$ cat src/rtl/glb_access_arbiter.sv
// glb_access_arbiter: round-robin burst arbiter sharing one GLB port between DRAM loader, PE array and PPU.
// Optional wait-cycle counters are added when GLB_ARB_PERF_EN is defined.
module glb_access_arbiter #(
   parameter int ADDR_W    = 12,
   parameter int DATA_W    = 32,
   parameter int MAX_BURST = 16,
   parameter int RD_LAT    = 1,
   parameter int IDLE_REL  = 4
) (
   input  logic                  clk,
   input  logic                  rst,
   input  logic [2:0]            req,
   input  logic [2:0]            we,
   input  logic [2:0]            last,
   input  logic [3*ADDR_W-1:0]   addr,
   input  logic [3*DATA_W-1:0]   wdata,
`ifdef GLB_ARB_PERF_EN
   input  logic                  perf_clr,
   output logic [47:0]           perf_wait,
`endif
   output logic [2:0]            gnt,
   output logic [2:0]            rvalid,
   output logic [DATA_W-1:0]     rdata,
   output logic                  glb_en,
   output logic                  glb_we,
   output logic [ADDR_W-1:0]     glb_addr,
   output logic [DATA_W-1:0]     glb_wdata,
   input  logic [DATA_W-1:0]     glb_rdata
);
   localparam int BW = $clog2(MAX_BURST);
   localparam int IW = $clog2(IDLE_REL + 1);
   typedef enum logic {S_IDLE, S_BURST} state_t;
   state_t              r_state;
   logic [1:0]          r_owner;
   logic [1:0]          r_rr;
   logic [BW-1:0]       r_beat_cnt;
   logic [IW-1:0]       r_idle_cnt;
   logic [RD_LAT-1:0]   r_pv;
   logic [2*RD_LAT-1:0] r_pid;
   logic                w_beat;
   logic                w_rel;
   logic                w_push;
   logic [1:0]          w_c1;
   logic [1:0]          w_c2;
   logic [1:0]          w_pick;
   logic [1:0]          w_rr_next;
   logic [RD_LAT:0]     w_vch;
   logic [2*RD_LAT+1:0] w_ich;
   assign w_beat    = (r_state == S_BURST) & req[r_owner];
   assign w_rel     = (w_beat & (last[r_owner] | (r_beat_cnt == BW'(MAX_BURST - 1))))
                    | ((r_state == S_BURST) & ~req[r_owner] & (r_idle_cnt == IW'(IDLE_REL - 1)));
   assign w_push    = w_beat & ~we[r_owner];
   assign w_c1      = (r_rr == 2'd2) ? 2'd0 : r_rr + 2'd1;
   assign w_c2      = (r_rr == 2'd0) ? 2'd2 : r_rr - 2'd1;
   assign w_pick    = req[r_rr] ? r_rr : req[w_c1] ? w_c1 : w_c2;
   assign w_rr_next = (r_owner == 2'd2) ? 2'd0 : r_owner + 2'd1;
   // read-id pipe: one stage per cycle of GLB read latency, drains independently of arbitration
   assign w_vch     = {r_pv, w_push};
   assign w_ich     = {r_pid, r_owner};
   assign gnt       = w_beat ? 3'b001 << r_owner : 3'b000;
   assign glb_en    = w_beat;
   assign glb_we    = w_beat & we[r_owner];
   assign glb_addr  = addr[r_owner*ADDR_W +: ADDR_W];
   assign glb_wdata = wdata[r_owner*DATA_W +: DATA_W];
   assign rvalid    = r_pv[RD_LAT-1] ? 3'b001 << r_pid[2*RD_LAT-1 -: 2] : 3'b000;
   assign rdata     = glb_rdata;
   always_ff @(posedge clk or posedge rst) begin
      if (rst) begin
         r_state    <= S_IDLE;
         r_owner    <= '0;
         r_rr       <= '0;
         r_beat_cnt <= '0;
         r_idle_cnt <= '0;
         r_pv       <= '0;
         r_pid      <= '0;
      end else begin
         r_pv  <= w_vch[RD_LAT-1:0];
         r_pid <= w_ich[2*RD_LAT-1:0];
         if (r_state == S_IDLE) begin
            if (|req) begin
               r_owner <= w_pick;
               r_state <= S_BURST;
            end
         end else if (w_rel) begin
            r_state    <= S_IDLE;
            r_rr       <= w_rr_next;
            r_beat_cnt <= '0;
            r_idle_cnt <= '0;
         end else if (w_beat) begin
            r_beat_cnt <= r_beat_cnt + 1'b1;
            r_idle_cnt <= '0;
         end else begin
            r_idle_cnt <= r_idle_cnt + 1'b1;
         end
      end
   end
`ifdef GLB_ARB_PERF_EN
   logic [47:0] r_perf_wait;
   logic [2:0]  w_wait;
   assign w_wait    = req & ~gnt;
   assign perf_wait = r_perf_wait;
   always_ff @(posedge clk or posedge rst) begin
      if (rst) begin
         r_perf_wait <= '0;
      end else begin
         for (int k = 0; k < 3; k++) begin
            if (perf_clr)
               r_perf_wait[k*16 +: 16] <= '0;
            else if (w_wait[k] && r_perf_wait[k*16 +: 16] != 16'hFFFF)
               r_perf_wait[k*16 +: 16] <= r_perf_wait[k*16 +: 16] + 16'd1;
         end
      end
   end
`endif
endmodule
$ cat config.mk
export PLATFORM = sky130hd
export DESIGN_NAME = glb_access_arbiter
export DESIGN_NICKNAME = d
export VERILOG_FILES = /design/src/rtl/glb_access_arbiter.sv
export SDC_FILE = /design/constraint.sdc
export NUM_CORES = 1
export LEC_CHECK = 0
export BUFFER_PORTS_ARGS = -buffer_cell sky130_fd_sc_hd__buf_2
export CORE_AREA = 8 8 93 95
export CTS_CLUSTER_DIAMETER = 200
export DETAILED_ROUTE_END_ITERATION = 16
export DIE_AREA = 0 0 101 103
export GPL_TIMING_DRIVEN = 0
export PLACE_DENSITY_LB_ADDON = 0.15
export SLEW_MARGIN = 5
export SYNTH_ARGS = -nofsm -noshare
export SYNTH_HDL_FRONTEND = slang
export SYNTH_SLANG_ARGS = --single-unit
$ cat constraint.sdc
create_clock -name clk -period 2.5 [get_ports clk]
set_input_delay 0.125 -clock clk [delete_from_list [all_inputs] [get_ports clk]]
set_output_delay 0.125 -clock clk [all_outputs]
set_load 0.01 [all_outputs]
After elaboration in Yosys (flattened, before gate mapping)
Index checks and enable logic that the tools add are counted.

word-level totals
  bits in registers = 15
  output and inout port bits = 84
  logic and storage cells = 65
  input bits = 175

cells by class
  bitwise logic cells = 11
  multipliers = 1
  order comparisons = 3
  muxes and demuxes = 24
  equal/unequal tests = 4
  reduce and logical (&&, ||, !) cells = 6
  add/sub/neg operators = 5
  shift-type cells = 4

operator list
  operator               number
  $shiftx A96 B8 Y32     1
  $shiftx A36 B7 Y12     1
  $mux W3                4
  $bmux W1 S2            5
  $mux W2                5
  $lt A2 B3 Y1 const B   3
  $mux W1                8
  $mux W4                2
  $and A1 B1 Y1          6
  $reduce_and A2 Y1      3
  $shl A1 B2 Y3 const A  2
  $add A2 B1 Y2 const B  2
  $add A4 B1 Y4 const B  1
  $eq A2 B2 Y1 const B   2
  $eq A4 B4 Y1 const B   1
  $mul A2 B2 Y4 const B  1
  $add A3 B1 Y3 const B  1
  $eq A3 B2 Y1 const B   1
  $not A1 Y1             3
  $reduce_or A3 Y1       1
  $logic_not A2 Y1       1
  $or A1 B1 Y1           2
  $reduce_bool A2 Y1     1
  $sub A2 B1 Y2 const B  1

Longest topological paths before layout
Gate-level depths: netlist of run 1.

  depth in word-level cells = 8
  mapped depth = 7
  depth with buffers taken out = 6

Worst setup path before layout of run 1
Ideal clock, no wire load.

  path type = reg-to-reg
  from = reg r_idle_cnt[0]
  to = reg r_rr[0]
  path slack = 0.690 ns
  setup time = 0.128 ns
  clock period less this slack = 1.810 ns
  stages on the path, launching flop included = 7
  buffers on the path = 0
  required time = 2.372 ns
  arrival = 1.682 ns
  cells stage by stage = dfrtp_1 > ha_1 > ha_1 > or2_2 > o221a_1 > o21ai_2 > mux2_1

on the way
  longest elaborated chain between the ends = 4

ends and longest elaborated chain
  item                         RTL line  RTL
  start: declaration           37        logic [IW-1:0] r_idle_cnt;
  start signal: assignment     93        r_idle_cnt <= r_idle_cnt + 1'b1;
  $eq A3 B2 Y1                 51        | ((r_state == S_BURST) & ~req[r_owner] & (r_idle_cnt == IW'(IDLE_REL - 1)));
  $and A1 B1 Y1                51
  $or A1 B1 Y1                 51
  $reduce_and A2 Y1 (no line)  n/a
  end signal: assignment       86        r_rr <= w_rr_next;
  end: declaration             35        logic [1:0] r_rr;

No other way between the ends.
A chain may end at the register's enable or synchronous reset.

Worst setup path in the final report of run 1
  from = reg r_owner[0]
  to = out glb_wdata[16]

on the way
  longest elaborated chain between the ends = 1

ends and longest elaborated chain
  item                      RTL line  RTL
  start: declaration        34        logic [1:0] r_owner;
  start signal: assignment  81        r_owner <= w_pick;
  $shiftx A96 B8 Y32        64        assign glb_wdata = wdata[r_owner*DATA_W +: DATA_W];
  end: declaration          27        output logic [DATA_W-1:0] glb_wdata,

No other way between the ends.

==> results of run 1 <==
==> path summary, 6_finish.rpt <==
kind                               start             to  depth (start not counted)
max                           r_owner[0]  glb_wdata[16]                          7
min                               req[2]        r_state                          3
max reg2reg                r_idle_cnt[0]        r_rr[1]                          6
min reg2reg                   r_owner[0]       r_pid[0]                          0
max in group asynchronous            rst     r_owner[0]                          3
min in group asynchronous            rst  r_beat_cnt[2]                          3
==> flip-flops by register name, summed over array words and instances (netlist names) <==
name and count:
r_idle_cnt 3, r_pv 1, r_beat_cnt 4, r_pid 2, r_state 1, r_owner 2, r_rr 2
==> repair_timing <==
item	in CTS	in global routing
setup endpoints to repair	0	0
hold buffers	1	0
hold endpoints to repair	15	0
==> metrics by stage <==
step | instances | util (%) | area (um^2) | power, mW
2_1_floorplan | 278 | - | 2130 | 1.90
3_3_place_gp | 603 | 47.4 | 3380 | 2.69
3_5_place_dp | 603 | 47.4 | 3380 | 2.72
4_1_cts | 608 | 48.2 | 3440 | 2.93
5_1_grt | 608 | 48.2 | 3440 | 3.18
6_report | 609 | 48.2 | 3440 | 2.89
==> synth_stat cells <==
library cell and instances:
sky130_fd_sc_hd__nand2b_1 3, sky130_fd_sc_hd__and3b_1 2, sky130_fd_sc_hd__a21oi_1 3, sky130_fd_sc_hd__a41oi_1 1
sky130_fd_sc_hd__mux2i_4 1, sky130_fd_sc_hd__a21o_1 2, sky130_fd_sc_hd__buf_4 34, sky130_fd_sc_hd__nor3b_1 2
sky130_fd_sc_hd__mux2i_1 48, sky130_fd_sc_hd__clkbuf_1 8, sky130_fd_sc_hd__and2_1 3, sky130_fd_sc_hd__nor2_1 5
sky130_fd_sc_hd__ha_1 6, sky130_fd_sc_hd__buf_2 4, sky130_fd_sc_hd__nand2_1 48, sky130_fd_sc_hd__inv_1 9
sky130_fd_sc_hd__nor3_1 2, sky130_fd_sc_hd__o31ai_1 2, sky130_fd_sc_hd__nand3_1 2, sky130_fd_sc_hd__or2_2 4
sky130_fd_sc_hd__nand3b_1 2, sky130_fd_sc_hd__o21ai_0 44, sky130_fd_sc_hd__nor2b_1 3, sky130_fd_sc_hd__a21boi_1 1
sky130_fd_sc_hd__o21ai_2 2, sky130_fd_sc_hd__and2b_1 1, sky130_fd_sc_hd__mux2_1 2, sky130_fd_sc_hd__o21bai_1 1
sky130_fd_sc_hd__mux2_4 1, sky130_fd_sc_hd__o221a_1 1, sky130_fd_sc_hd__o22ai_1 4, sky130_fd_sc_hd__buf_1 2
sky130_fd_sc_hd__buf_6 2, sky130_fd_sc_hd__dfrtp_1 15, sky130_fd_sc_hd__mux2_2 2, sky130_fd_sc_hd__o21a_1 1
sky130_fd_sc_hd__o2bb2ai_1 2, sky130_fd_sc_hd__o211ai_1 1, sky130_fd_sc_hd__a32oi_1 1, sky130_fd_sc_hd__nor2_2 1
==> area by class of cell <==
type | instances | area [um^2] | share of cell area (%)
multi-input cells | 204 | 1380 | 40.2
repair buffers | 227 | 1140 | 33.2
flip-flops and latches | 15 | 375 | 10.9
plain buffers | 50 | 335 | 9.75
well taps | 99 | 124 | 3.60
clock buffers | 4 | 45.0 | 1.31
inverters | 9 | 33.8 | 0.982
diodes | 1 | 2.50 | 0.0727
==> power by group <==
part	switching (mW)	internal [mW]
sequential	0.101	0.347
combinational	1.24	1.01
clock	0.0840	0.113
==> worst min-delay path, stage by stage <==
cell,delay [ps]
sky130_fd_sc_hd__buf_2,100
sky130_fd_sc_hd__nor3_1,50
sky130_fd_sc_hd__a21boi_1,120
==> routing by layer <==
metal  part of all wire, %  wire length [um]  global-route usage [%]  vias to the layer above
li1                      -                 -                       -                     1394
met1                    35              3830                    20.2                     1217
met2                    51              5570                    33.4                      143
met3                    13              1360                    8.24                        6
met4                  0.30                32                    2.29                        4
met5                  0.24                26                       0                        -
==> cell families after synthesis <==
| family | after synthesis | synth area share (%) |
|---|---|---|
| multiplexers | 54 | 26.5 |
| AO/OA/AOI/OAI | 66 | 18.0 |
| buffers and inverters | 59 | 17.3 |
| AND/OR/NAND/NOR | 78 | 17.0 |
| adder cells (fa/ha/maj) | 6 | 3.53 |
| flip-flops | 15 | 17.6 |
==> impl_metrics.toml, run 1 <==
[worst_setup_path]
crit_family = "buffers and inverters"
critPathSlowestCell = "sky130_fd_sc_hd__buf_1"
startpoint_class = "flop"
crit_path_end_kind = "output pin"
critical_path_required_ps = 2380
rrSetupSlack_ps = 580
crit_arrival_ps = 1980
crit_path_cell_trace = "buf_4 > nor2b_1 > buf_2 > buf_1 > nand2_1 > o21ai_0 > buf_2"
critical_path.n_buffers_inverters = 4
cpPeakStageDelay_ps = 390
path_max_fanout = 10
critPathKind = "flop to output pin"
worst_path_most_repeated_cell = "sky130_fd_sc_hd__buf_2"

[drt]
routedWlPerCell_um = 17.8
dr_total_vias = 2764
remaining_antenna_violation_count = 0
wl_um = 10800
detail_route.iter0.violations = 61
drt_pre_antenna_iters = 4
drc = 0
vias_per_cell = 4.54

[grt]
grt_antenna_before_repair = 2
global_route_wire_length_before_repair_um = 15400
aggregate_global_routing_overflow = 0
grt.total_usage_pct = 18.6
maximum_number_of_pins_on_one_net_before_global_route_repair = 16
first_global_vias = 2881

[floorplan]
die_area_um2 = 10400
core_um2 = 7140
rows = 31
initial_core_util_pct = 29.8
floorplan.io_pins = 259
die_width_um = 101
fp.dieH_um = 103

[clock_tree]
cts_root_buf = "sky130_fd_sc_hd__clkbuf_8"
post_cts_resize_count = 0
later_pin_clock_latency_in_the_skew_report_ps = 240
numCtsBuffers = 3
clk_path_buf_depth = 2
tritoncts_clock_tree = "yes"
cts.reportedPaths.clkPinSlew_ps = 60
post_cts.repair.setup_buffers = 0
clock_sink_count = 15
deepest_level_of_the_cts_h_tree = 1

[timing]
relSlewSlack_pct = 61.3
maxSlewViolCount = 0
clock_skew_ps = 1.11
post_route_worst_setup_slack_ps = 397
finalHoldViolations = 0
rsz0062_at_grt = "false"
timing.fmax_ghz = 0.476
whs_ps = 200
timing.final.crit_share_pct = 84.1
timing.final.crit_period_ps = 2100
tns_ps = 0
final-setup-viol-count = 0
max_slew.worst_pin.slew_ps = 579

[synthesis]
ys_types = 40
yosysWarnings = 0
synth_area_leader_cell = "sky130_fd_sc_hd__mux2i_1"
synthDominantCellAreaShare_pct = 22.6
postSynthNetCount = 459
synth.cell_area_um2 = 2130
mapped_cells = 278
postSynthRegisterBits = 15
synth.avg_cell_area_um2 = 7.66
synth_area_leaders = "sky130_fd_sc_hd__mux2i_1, sky130_fd_sc_hd__dfrtp_1, sky130_fd_sc_hd__buf_4, sky130_fd_sc_hd__o21ai_0, sky130_fd_sc_hd__nand2_1"
yosysSeqAreaShare_pct = 17.6

[run]
max_cap_violation_count = 0

[final_layout]
most_common_cell_after_layout_fill_and_taps_aside = "sky130_fd_sc_hd__buf_2"
post_route_cells_drive_above_1_share_pct = 55.0
nFillCells = 738
fin_nets = 691
most_used_cells_in_the_layout_excluding_fill_and_tap_cells = "sky130_fd_sc_hd__buf_2, sky130_fd_sc_hd__mux2i_1, sky130_fd_sc_hd__nand2_1"
layout-area-overhead-vs-synth_pct = 61.7

[placement]
place_ws_ps = 577
hpwl_um = 9440
port_buffers = 226
globalplace.congestion = 0.876

[pwr]
leakage_nw = 1.87
vdd.ir_drop.worst_mv = 0.360
powerDensity_nw_per_um2 = 841

[outcome]
run_status = "finished clean"

[min_path]
hold_class = "input pin to flop"
Note: power is estimated with default switching activity, not from simulation.
==> run 2: changes to the inputs <==
==> constraint.sdc (replaced) <==
create_clock -name clk -period 2 [get_ports clk]
set_input_delay 0.1 -clock clk [delete_from_list [all_inputs] [get_ports clk]]
set_output_delay 0.1 -clock clk [all_outputs]
set_load 0.01 [all_outputs]
==> run 2 against run 1 <==
Effect of this change:
- combinational power rose by 28%
- largest power group unchanged
- first-iteration DRC count decreased by 4.9%
- count of clock-buffer cells in the layout unchanged
- non-clock buffer count rose by 3
- via count grew 0.69%
- flip-flop and latch count did not move
- total power up 28%
- global-route usage barely moved
- register-to-register slack worse by 510 ps
- utilization grew 0.72 points
- die area unchanged
==> impl_metrics.toml, run 2 (same netlist as run 1, synthesis figures left out) <==
[outcome]
run_status = "finished clean"

[timing]
maxSlewViolCount = 0
final-setup-viol-count = 0
finalHoldViolations = 0
max_slew.worst_pin.slew_ps = 571
timing.final.crit_share_pct = 96.5
post_route_worst_setup_slack_ps = 70.0
timing.final.crit_period_ps = 1930
clock_skew_ps = 0.738
timing.fmax_ghz = 0.518
relSlewSlack_pct = 61.9
whs_ps = 177

[grt]
grt.total_usage_pct = 18.6
global_route_wire_length_before_repair_um = 15300
grt_antenna_before_repair = 2
first_global_vias = 2882
aggregate_global_routing_overflow = 0
maximum_number_of_pins_on_one_net_before_global_route_repair = 16

[clock_tree]
cts_root_buf = "sky130_fd_sc_hd__clkbuf_8"
tritoncts_clock_tree = "yes"
clk_path_buf_depth = 2
clock_sink_count = 15
cts.reportedPaths.clkPinSlew_ps = 60
numCtsBuffers = 3
deepest_level_of_the_cts_h_tree = 1
later_pin_clock_latency_in_the_skew_report_ps = 240

[worst_setup_path]
rrSetupSlack_ps = 70
crit-reg2reg-launch = "r_idle_cnt[0]"
crit_path_end_kind = "flop"
path_max_fanout = 3
startpoint_class = "flop"
r2r.worst_path.cells = 6
critPathKind = "flop to flop"
critical_path_required_ps = 2130
timing.rr.end = "r_rr[1]"
crit_arrival_ps = 2060

[placement]
hpwl_um = 9440
place_ws_ps = 76.7
place_inst = 603
placed_cell_area_um2 = 3380
port_buffers = 226
globalplace.congestion = 0.876

[final_layout]
largestRegisters = "r_beat_cnt: 4 flops, r_idle_cnt: 3 flops"
fin_nets = 694
most_common_cell_after_layout_fill_and_taps_aside = "sky130_fd_sc_hd__buf_2"
final_non_filler_cell_area_um2 = 3490
regMostFlops = "r_beat_cnt"
finalNonFillerCells = 613
most_used_cells_in_the_layout_excluding_fill_and_tap_cells = "sky130_fd_sc_hd__buf_2, sky130_fd_sc_hd__mux2i_1, sky130_fd_sc_hd__nand2_1"
layout-area-overhead-vs-synth_pct = 64.1
largest_register_ff_count = 4
post_route_cells_drive_above_1_share_pct = 56.4

[floorplan]
die_area_um2 = 10400
fp.dieH_um = 103
die_width_um = 101
core_um2 = 7140
initial_core_util_pct = 29.8
floorplan.io_pins = 259
rows = 31

[pwr]
power_switching_mw = 1.79
cellInternalPower_mw = 1.92
combinational_power_share_pct = 78.2
netSwitchingFraction_pct = 48.3
power.share.clock_pct = 6.6
power.share.sequential_pct = 15.2
power_consumption_mw = 3.70
leakage_nw = 1.91
vdd.ir_drop.worst_mv = 0.446
powerDensity_nw_per_um2 = 1060

[drt]
remaining_antenna_violation_count = 0
drc = 0
routedWlPerCell_um = 17.7
wl_um = 10800
drt_pre_antenna_iters = 6
vias_per_cell = 4.54
detail_route.iter0.violations = 58
dr_total_vias = 2783

[run]
max_cap_violation_count = 0

[min_path]
hold_path_depth = 3
hold_path.startpoint = "req[2]"
hold_class = "input pin to flop"
worst_min_delay_path_endpoint = "r_state"
## run 2: worst max path at each step
stage	cells after the start	slack, ps	end	start
2_1_floorplan	6	190	r_rr[0]	r_idle_cnt[0]
3_3_place_gp	6	120	r_rr[1]	r_idle_cnt[0]
3_5_place_dp	6	80	r_rr[1]	r_idle_cnt[0]
4_1_cts	7	10	glb_wdata[16]	r_owner[0]
5_1_grt	6	-2	r_rr[1]	r_idle_cnt[0]
6_report	6	70	r_rr[1]	r_idle_cnt[0]
## run 2: timing repair
action / 4_1_cts / 5_1_grt
pin swaps: 0 / 1
endpoints found under the hold margin: 15 / 0
hold buffers: 1 / 0
setup buffers: 0 / 3
endpoints found under the setup margin: 39 / 22
resized for setup: 5 / 11
## run 2: per-stage QoR
stage,setup TNS (ps),util [%]
CTS,0,48.3
finish,0,48.9
floorplan,0,-
global placement,0,47.4
global route,-2.36,48.9
detailed placement,0,47.4
## run 2: final cells by class
| cell class | instances | area, um^2 |
|---|---|---|
| timing repair buffer | 230 | 1160 |
| buffer | 50 | 359 |
| inverter | 9 | 33.8 |
| tap | 99 | 124 |
| clock buffer | 4 | 45.0 |
| multi-input combinational | 204 | 1390 |
| sequential | 15 | 375 |
| fill | 729 | 3640 |
| antenna | 2 | 5.00 |
## run 2: critical path, cell delays in order, from the launching register on
cell,delay (ps)
sky130_fd_sc_hd__dfrtp_1,400
sky130_fd_sc_hd__ha_1,210
sky130_fd_sc_hd__ha_1,190
sky130_fd_sc_hd__or2_2,270
sky130_fd_sc_hd__o221a_1,280
sky130_fd_sc_hd__o21ai_2,110
sky130_fd_sc_hd__mux2_1,350
## run 2: routing by layer
layer	GRT usage [%]	vias up	share of wire, %
li1	-	1396	-
met1	20.1	1233	35
met2	33.5	144	52
met3	8.24	6	12
met4	2.29	4	0.30
met5	0	-	0.24
## run 2: power groups by stage
stage	clock network, mW	registers [mW]	logic (mW)
2_1_floorplan	0	0.528	1.84
3_5_place_dp	0	0.565	2.84
5_1_grt	0.267	0.585	3.21
3_3_place_gp	0	0.558	2.81
6_report	0.245	0.563	2.89
4_1_cts	0.253	0.561	2.86
